### src/rtl/aes_pkg.sv
// aes_pkg: shared AES-128 types, round constants, FSM encoding and S-box table.
package aes_pkg;
  typedef logic [15:0][7:0] state_t;
  typedef logic [3:0][7:0] word_t;
  typedef enum logic {NOKEY, RUN} fsm_e;
  localparam logic [3:0] NR = 4'd10;
  localparam logic [7:0] RCON [0:9] = '{8'h01, 8'h02, 8'h04, 8'h08, 8'h10, 8'h20, 8'h40, 8'h80, 8'h1b, 8'h36};
  localparam logic [7:0] SBOX [256] = '{
    8'h63, 8'h7c, 8'h77, 8'h7b, 8'hf2, 8'h6b, 8'h6f, 8'hc5, 8'h30, 8'h01, 8'h67, 8'h2b, 8'hfe, 8'hd7, 8'hab, 8'h76,
    8'hca, 8'h82, 8'hc9, 8'h7d, 8'hfa, 8'h59, 8'h47, 8'hf0, 8'had, 8'hd4, 8'ha2, 8'haf, 8'h9c, 8'ha4, 8'h72, 8'hc0,
    8'hb7, 8'hfd, 8'h93, 8'h26, 8'h36, 8'h3f, 8'hf7, 8'hcc, 8'h34, 8'ha5, 8'he5, 8'hf1, 8'h71, 8'hd8, 8'h31, 8'h15,
    8'h04, 8'hc7, 8'h23, 8'hc3, 8'h18, 8'h96, 8'h05, 8'h9a, 8'h07, 8'h12, 8'h80, 8'he2, 8'heb, 8'h27, 8'hb2, 8'h75,
    8'h09, 8'h83, 8'h2c, 8'h1a, 8'h1b, 8'h6e, 8'h5a, 8'ha0, 8'h52, 8'h3b, 8'hd6, 8'hb3, 8'h29, 8'he3, 8'h2f, 8'h84,
    8'h53, 8'hd1, 8'h00, 8'hed, 8'h20, 8'hfc, 8'hb1, 8'h5b, 8'h6a, 8'hcb, 8'hbe, 8'h39, 8'h4a, 8'h4c, 8'h58, 8'hcf,
    8'hd0, 8'hef, 8'haa, 8'hfb, 8'h43, 8'h4d, 8'h33, 8'h85, 8'h45, 8'hf9, 8'h02, 8'h7f, 8'h50, 8'h3c, 8'h9f, 8'ha8,
    8'h51, 8'ha3, 8'h40, 8'h8f, 8'h92, 8'h9d, 8'h38, 8'hf5, 8'hbc, 8'hb6, 8'hda, 8'h21, 8'h10, 8'hff, 8'hf3, 8'hd2,
    8'hcd, 8'h0c, 8'h13, 8'hec, 8'h5f, 8'h97, 8'h44, 8'h17, 8'hc4, 8'ha7, 8'h7e, 8'h3d, 8'h64, 8'h5d, 8'h19, 8'h73,
    8'h60, 8'h81, 8'h4f, 8'hdc, 8'h22, 8'h2a, 8'h90, 8'h88, 8'h46, 8'hee, 8'hb8, 8'h14, 8'hde, 8'h5e, 8'h0b, 8'hdb,
    8'he0, 8'h32, 8'h3a, 8'h0a, 8'h49, 8'h06, 8'h24, 8'h5c, 8'hc2, 8'hd3, 8'hac, 8'h62, 8'h91, 8'h95, 8'he4, 8'h79,
    8'he7, 8'hc8, 8'h37, 8'h6d, 8'h8d, 8'hd5, 8'h4e, 8'ha9, 8'h6c, 8'h56, 8'hf4, 8'hea, 8'h65, 8'h7a, 8'hae, 8'h08,
    8'hba, 8'h78, 8'h25, 8'h2e, 8'h1c, 8'ha6, 8'hb4, 8'hc6, 8'he8, 8'hdd, 8'h74, 8'h1f, 8'h4b, 8'hbd, 8'h8b, 8'h8a,
    8'h70, 8'h3e, 8'hb5, 8'h66, 8'h48, 8'h03, 8'hf6, 8'h0e, 8'h61, 8'h35, 8'h57, 8'hb9, 8'h86, 8'hc1, 8'h1d, 8'h9e,
    8'he1, 8'hf8, 8'h98, 8'h11, 8'h69, 8'hd9, 8'h8e, 8'h94, 8'h9b, 8'h1e, 8'h87, 8'he9, 8'hce, 8'h55, 8'h28, 8'hdf,
    8'h8c, 8'ha1, 8'h89, 8'h0d, 8'hbf, 8'he6, 8'h42, 8'h68, 8'h41, 8'h99, 8'h2d, 8'h0f, 8'hb0, 8'h54, 8'hbb, 8'h16
  };
endpackage

### src/rtl/key_expand_step.sv
// key_expand_step: one combinational AES-128 key-schedule round (four S-box lookups plus XOR chain).
module key_expand_step
  import aes_pkg::*;
(
  input  state_t     key_i,
  input  logic [7:0] rcon_i,
  output state_t     next_o
);
  word_t w3, sub, t, w0n, w1n, w2n, w3n;
  assign w3 = key_i[15:12];
  // RotWord folded into the lookup index: output byte i takes input byte i+1.
  for (genvar i = 0; i < 4; i++) begin : g_sbox
    assign sub[i] = SBOX[w3[(i + 1) % 4]];
  end
  assign t = sub ^ {24'h0, rcon_i};
  assign w0n = key_i[3:0] ^ t;
  assign w1n = key_i[7:4] ^ w0n;
  assign w2n = key_i[11:8] ^ w1n;
  assign w3n = w3 ^ w2n;
  assign next_o = {w3n, w2n, w1n, w0n};
endmodule

### src/rtl/add_round_key_stage.sv
// add_round_key_stage: AES-128 AddRoundKey with on-the-fly key schedule and registered valid/ready output.
module add_round_key_stage
  import aes_pkg::*;
(
  input  logic       clk,
  input  logic       reset,
  input  logic       key_load,
  input  state_t     cipher_key,
  input  logic       in_valid,
  output logic       in_ready,
  input  state_t     state_in,
  output logic       out_valid,
  input  logic       out_ready,
  output state_t     state_out,
  output logic [3:0] out_round,
  output logic       key_valid
);
  fsm_e fsm_q, fsm_d;
  state_t cipher_q, cipher_d, rkey_q, rkey_d, next_key, out_q, out_d;
  logic [3:0] round_q, round_d, oround_q, oround_d;
  logic ovalid_q, ovalid_d, fire, last;
  logic [7:0] rcon;
  assign last = (round_q == NR);
  assign rcon = last ? 8'h00 : RCON[round_q];
  key_expand_step u_step (.key_i(rkey_q), .rcon_i(rcon), .next_o(next_key));
  always_comb begin
    in_ready = (fsm_q == RUN) && !key_load && (!ovalid_q || out_ready);
    fire = in_valid && in_ready;
    fsm_d = key_load ? RUN : fsm_q;
    cipher_d = key_load ? cipher_key : cipher_q;
    // After round 10 the schedule rewinds to the stored cipher key for the next block.
    rkey_d = key_load ? cipher_key : fire ? (last ? cipher_q : next_key) : rkey_q;
    round_d = key_load ? 4'd0 : fire ? (last ? 4'd0 : round_q + 4'd1) : round_q;
    out_d = fire ? state_in ^ rkey_q : out_q;
    oround_d = fire ? round_q : oround_q;
    ovalid_d = fire || (ovalid_q && !out_ready);
  end
  always_ff @(posedge clk) begin
    if (reset) begin
      fsm_q <= NOKEY;
      cipher_q <= '0;
      rkey_q <= '0;
      round_q <= '0;
      out_q <= '0;
      oround_q <= '0;
      ovalid_q <= 1'b0;
    end else begin
      fsm_q <= fsm_d;
      cipher_q <= cipher_d;
      rkey_q <= rkey_d;
      round_q <= round_d;
      out_q <= out_d;
      oround_q <= oround_d;
      ovalid_q <= ovalid_d;
    end
  end
  assign out_valid = ovalid_q;
  assign state_out = out_q;
  assign out_round = oround_q;
  assign key_valid = (fsm_q == RUN);
endmodule

### config.mk
export PLATFORM = sky130hd
export DESIGN_NAME = add_round_key_stage
export DESIGN_NICKNAME = d
export VERILOG_FILES = /design/src/rtl/aes_pkg.sv /design/src/rtl/key_expand_step.sv /design/src/rtl/add_round_key_stage.sv
export SDC_FILE = /design/constraint.sdc
export NUM_CORES = 2
export LEC_CHECK = 0
export CAP_MARGIN = 5
export CORE_ASPECT_RATIO = 0.6
export CORE_MARGIN = 1.5
export CORE_UTILIZATION = 40
export CTS_CLUSTER_SIZE = 20
export DETAILED_ROUTE_END_ITERATION = 10
export MAX_ROUTING_LAYER = met4
export PLACE_DENSITY = 0.73
export SYNTH_ARGS = -nofsm -noshare
export SYNTH_HDL_FRONTEND = slang
export SYNTH_HIERARCHICAL = 1
export SYNTH_SLANG_ARGS = --single-unit
### constraint.sdc
create_clock -name clk -period 4.8 [get_ports clk]
set_input_delay 0.72 -clock clk [delete_from_list [all_inputs] [get_ports clk]]
set_output_delay 0.72 -clock clk [all_outputs]
set_load 0.01 [all_outputs]
# ---- Word level (Yosys, flattened, before mapping)
# Memories as Yosys holds them, arrays and structs flattened.
# Index checks and enable logic that the tools add are counted.
dict set report totals {
  inputBits 261
  output_inout_bits 135
  elab_cells 101
  n_memories 5
  register_bits 394
  romBits 8320
}
dict set report op_classes {
  eq_ne 1
  order_cmp 5
  n_bitwise 11
  addsub 1
  n_reduce_logical 11
  mux 15
}
# name depth word_bits read_ports rd_ports_with_merged_regs wr line
set mem_list {}
lappend mem_list {{(no name shown)} 256 8 1 0 0 key_expand_step.sv:13} ;# assign sub[i] = SBOX[w3[(i + 1) % 4]];
lappend mem_list {{(no name shown)} 256 8 1 0 0 key_expand_step.sv:13}
lappend mem_list {{(no name shown)} 256 8 1 0 0 key_expand_step.sv:13}
lappend mem_list {{(no name shown)} 256 8 1 0 0 key_expand_step.sv:13}
lappend mem_list {{(no name shown)} 16 8 1 0 0 add_round_key_stage.sv:24} ;# assign rcon = last ? 8'h00 : RCON[round_q];
# op n
set op_table {}
lappend op_table {{two-way mux 128 bit} 3}
lappend op_table {{bitwise XOR 128 bit} 1}
lappend op_table {{bitwise XOR 32 bit} 4}
lappend op_table {{two-way mux 8 bit} 11}
lappend op_table {{greater-or-equal comparator 9 bit, second input constant} 4}
lappend op_table {{NOT 8 -> 9 bit} 4}
lappend op_table {{bitwise XOR 32 x 8 -> 32 bit} 1}
lappend op_table {{greater-or-equal comparator 5 bit, second input constant} 1}
lappend op_table {{NOT 4 -> 5 bit} 1}
lappend op_table {{adder 4 x 1 -> 4 bit, second input constant} 1}
lappend op_table {{equality test 4 bit, second input constant} 1}
lappend op_table {{logical AND 1 bit} 4}
lappend op_table {{two-way mux 4 bit} 1}
lappend op_table {{logical NOT 1 bit} 3}
lappend op_table {{logical OR 1 bit} 2}
lappend op_table {{nonzero test 2 bit} 1}
lappend op_table {{OR reduction 2 bit} 1}

# ---- Logic depth before layout (Yosys ltp)
dict set report depth {
  ltp_word 13
  ltp_mapped 15
  ltp_nobuf 11
}

# ---- Modules after synthesis
# The synthesis kept the hierarchy.
# module seq_area_each_um2 area_per_inst_um2 instances cells_per_inst
set by_module_without_submodules {}
lappend by_module_without_submodules {add_round_key_stage 7887.6 16829.9 1 1785}
lappend by_module_without_submodules {key_expand_step 0.0 15387.3 1 2265}

# ---- Worst setup path before layout
# OpenSTA, ideal clock, no wires.
dict set report synth_timing {
  kind {flip-flop to flip-flop}
  startpoint {register rkey_q[113] in the netlist's numbering}
  endpoint {register rkey_q[105] in the netlist's numbering}
  path_stages_with_launch 15
  arrival_ps 3715
  path_slack_ps 944
  n_path_buf 3
  required_time_ps 4659
  setup_time_ps 141
  synth_period_minus_slack_ps 3856
  cell_sequence {dfxtp_1 > clkbuf_1 > clkbuf_1 > inv_1 > ha_1 > or2_1 > buf_1 > nand2_1 > mux4_2 > a221o_1 > o22ai_2 > xor2_2 > xnor3_1 > mux2i_1 > o221ai_1}
}
# element line
set synth_rtl {}
lappend synth_rtl {{from (decl)} add_round_key_stage.sv:19} ;# state_t cipher_q, cipher_d, rkey_q, rkey_d, next_key, out_q, out_d;
lappend synth_rtl {{from (signal assigned)} add_round_key_stage.sv:50} ;# rkey_q <= rkey_d;

==> impl_metrics.csv <==
group,metric,value,unit
synthesis,synth_fp_nets,4373,
clock_network,clockRootBuffer,"clkbuf_16",
clock_network,cts_resized,0,
synthesis,synth_edf_count,0,
setup_path,worst-path-max-fanout,23,
sta,tightest_slew,1.268,ns
cells_and_area,layout_commonest_cell,"nand2_1",
setup_path,r2r-end,"rkey_q[119]",
setup_path,r2r_start,"rkey_q[120]",
synthesis,ys_types,99,
drt,drt_iter0_markers,5875,
global_routing,grt_max_degree,176,
setup_path,r2r_setup_slack,0.58,ns
drt,drc_errors,0,
synthesis,synth-simple-area-share,21.19,%
synthesis,yosys_register_bits,394,
cells_and_area,fin_nets,4557,
placement,io_buffers,395,
sta,slew_viol_final,0,
status,outcome,"finished clean",
sta,min_period,4.221,ns
power,pwr-share-comb,44.9,%
setup_path,crit_path_start,"rkey_q[120]",
setup_path,required,5.31,ns
sta,hold_violations,0,
power,ir_drop,0.2103,mV
setup_path,r2r_cells,12,
clock_network,post_cts_buffers,0,
synthesis,syn-instance-count,4050,
synthesis,synthMuxAreaShare,7.895,%
placement,place_ws,0.7926,ns
cells_and_area,layout-drive-gt1-share,11.56,%
cells_and_area,layout_common_cells,"nand2_1 (439), clkdlybuf4s50_1 (393), dfxtp_1 (379)",
sta,clock.fmax,0.2369,GHz
synthesis,synth-xor-area-share,10.25,%
floorplan,start_util,40.49,%
synthesis,syn_area,0.03222,mm^2
sta,slew-limit-headroom,14.88,%
placement,place_congestion,1.082,
floorplan,num_rows,80,
cells_and_area,design_area,0.03858,mm^2
global_routing,grt_pass1_vias,32280,
synthesis,synth_compound_area_share,27.16,%
floorplan,fp.dieH,222.8,um
clock_network,cts_max_path_buffers,3,
synthesis,ys_seq_area_share,24.48,%
drt,routed_wl,160.5,mm
drt,vias,35510,
setup_path,cp.arrival,4.73,ns
sta,period_share,87.93,%
run,drv_cap,0,
clock_network,cts-buffers-inserted,41,
floorplan,io_pins,396,
floorplan,die_x,369.4,um
power,power.leakage,0.01314,uW
drt,viasPerCell,6.653,
cells_and_area,stdcell_count,5337,
synthesis,synthAdderAreaFrac,2.408,%
synthesis,yosys_warnings,6,
sta,setup_viol,0,
cells_and_area,fillers,7814,
synthesis,synth_area_per_cell,7.955,um^2
drt,wl_per_cell,30.07,um
power,internal_power,7641,uW
clock_network,clk_latency,0.61,ns
drt,drtPass1Iterations,6,
placement,hpwlAfterDp,118.2,mm
global_routing,track_usage,38.31,%
synthesis,postSynth.asyncResetShare,0,%
setup_path,endpoint,"rkey_q[119]",
placement,dp.cells,5257,
clock_network,cts.reportedPaths.clkPinSlew,0.06,ns
drt,ant_nets,0,
synthesis,ys.flop_type,"dfxtp_1",
cells_and_area,area_growth,19.76,%
clock_network,htreeDepth,2,
floorplan,design.die.area,0.08231,mm^2
power,swShare,41.11,%
sta,setup_ws,0.5794,ns
setup_path,start_kind,"register",
clock_network,cts.sinks,394,
placement,place_area,0.03720,mm^2
clock_network,cts_tree,"built",
sta,rsz0062_at_grt,"no",
power,p_seq_share,29.3,%
global_routing,grt_pass1_wl,231.0,mm
setup_path,worstSetupEndpointType,"register",
synthesis,synth_top_family_by_area,"compound AO/OA/AOI/OAI gates",
global_routing,antenna_found_initial,8,
clock_network,holdBufCountCts,0,
floorplan,core,0.07958,mm^2
hold_path,hp-class,"register to register",
global_routing,grt-ovfl-total,0,
sta,skew,0.02897,ns
power,power_switching,5334,uW
power,clockPowerShare,25.8,%
power,p_per_area,336.3,mW/mm^2
sta,tns,0,ns
setup_path,path_class,"register to register",
state kept, by name, indices dropped and copies added, names as in the netlist:
name / count
cipher_q: 128
rkey_q: 128
state_out: 128
out_round: 4
round_q: 4
key_valid: 1
out_valid: 1
metal layers:
layer | vias to the layer above | GRT usage (%) | wire, um
met1 | 17310 | 56.04 | 71960
met2 | 2443 | 48.21 | 60980
met4 | 0 | 8.058 | 4050
li1 | 15460 | - | -
met5 | - | - | 0
met3 | 290 | 14.71 | 23480
power by group through the flow:
stage          sequential (uW)  combinational (uW)  clock, uW
6_report                  3800                5830       3340
5_1_grt                   3820                6050       3550
3_5_place_dp              3870                5540          0
4_1_cts                   3800                5570       3390
2_1_floorplan             3730                3500          0
3_3_place_gp              3870                5620          0
cells by family after synthesis:
group	after synthesis
AND/OR/NAND/NOR	1321
XOR/XNOR	344
flip-flops	394
AO/OA/AOI/OAI	1238
multiplexers	204
buffers and inverters	487
adder cells (fa/ha/maj)	62
synthesized netlist by cell type (20+ instances only):
master | instances | area share, %
a211oi_1 | 168 | 3.9
a21oi_1 | 286 | 4.4
a221oi_1 | 24 | 0.65
a311oi_1 | 42 | 1.1
a31oi_1 | 58 | 1.1
a32oi_1 | 25 | 0.68
and2_1 | 30 | 0.58
buf_1 | 29 | 0.34
buf_2 | 116 | 1.8
buf_4 | 22 | 0.51
clkbuf_1 | 263 | 3.1
dfxtp_1 | 394 | 24
ha_1 | 62 | 2.4
inv_1 | 31 | 0.36
mux2i_1 | 149 | 4.6
mux4_2 | 38 | 2.7
nand2_1 | 440 | 5.1
nand2b_1 | 93 | 1.8
nand3_1 | 74 | 1.1
nor2_1 | 277 | 3.2
nor2b_1 | 82 | 1.6
nor3_1 | 82 | 1.3
o211ai_1 | 29 | 0.68
o21ai_0 | 171 | 2.7
o221ai_1 | 146 | 4.0
o311ai_0 | 34 | 0.92
or3_1 | 20 | 0.39
or4b_2 | 116 | 3.6
xnor2_1 | 255 | 6.9
xor2_1 | 67 | 1.8
metrics by stage:
stage	hold WS, ns	power, uW	utilization (%)
finish	0.4639	12980	48.48
floorplan	0.4360	7229	-
global placement	0.4417	9485	46.75
CTS	0.4655	12760	48.46
detailed placement	0.4558	9405	46.75
global route	0.4773	13420	48.48
worst max-delay path, stage by stage (launching register included):
cell,delay (ns)
dfxtp_1,0.33
buf_4,0.40
ha_1,0.51
nor2_1,0.12
o21ai_0,0.53
o2111ai_1,0.49
mux4_2,0.58
mux2i_2,0.22
buf_4,0.21
xor2_1,0.26
xnor2_1,0.15
mux2i_1,0.09
o221ai_1,0.22
worst min path at each step:
stage | from | to | slack (ns) | cells after the start
global placement | out_round[3] | out_round[3] | 0.44 | 2
detailed placement | cipher_q[11] | cipher_q[11] | 0.46 | 2
finish | cipher_q[57] | cipher_q[57] | 0.46 | 2
global route | out_round[0] | out_round[0] | 0.48 | 2
floorplan | cipher_q[35] | cipher_q[35] | 0.44 | 2
CTS | cipher_q[11] | cipher_q[11] | 0.47 | 2
final cells by class:
type                    count  area [um^2]  area share (%)
inverters                  43        163.9          0.4248
multi-input cells        3169        22210           57.57
clock inverters            15        214.0          0.5545
diodes                      8        20.02         0.05189
repair buffers            585         5577           14.45
clock buffers              57         1146           2.971
flip-flops and latches    394         7916           20.52
well taps                1066         1334           3.457
(Power assumes the default switching activity.)
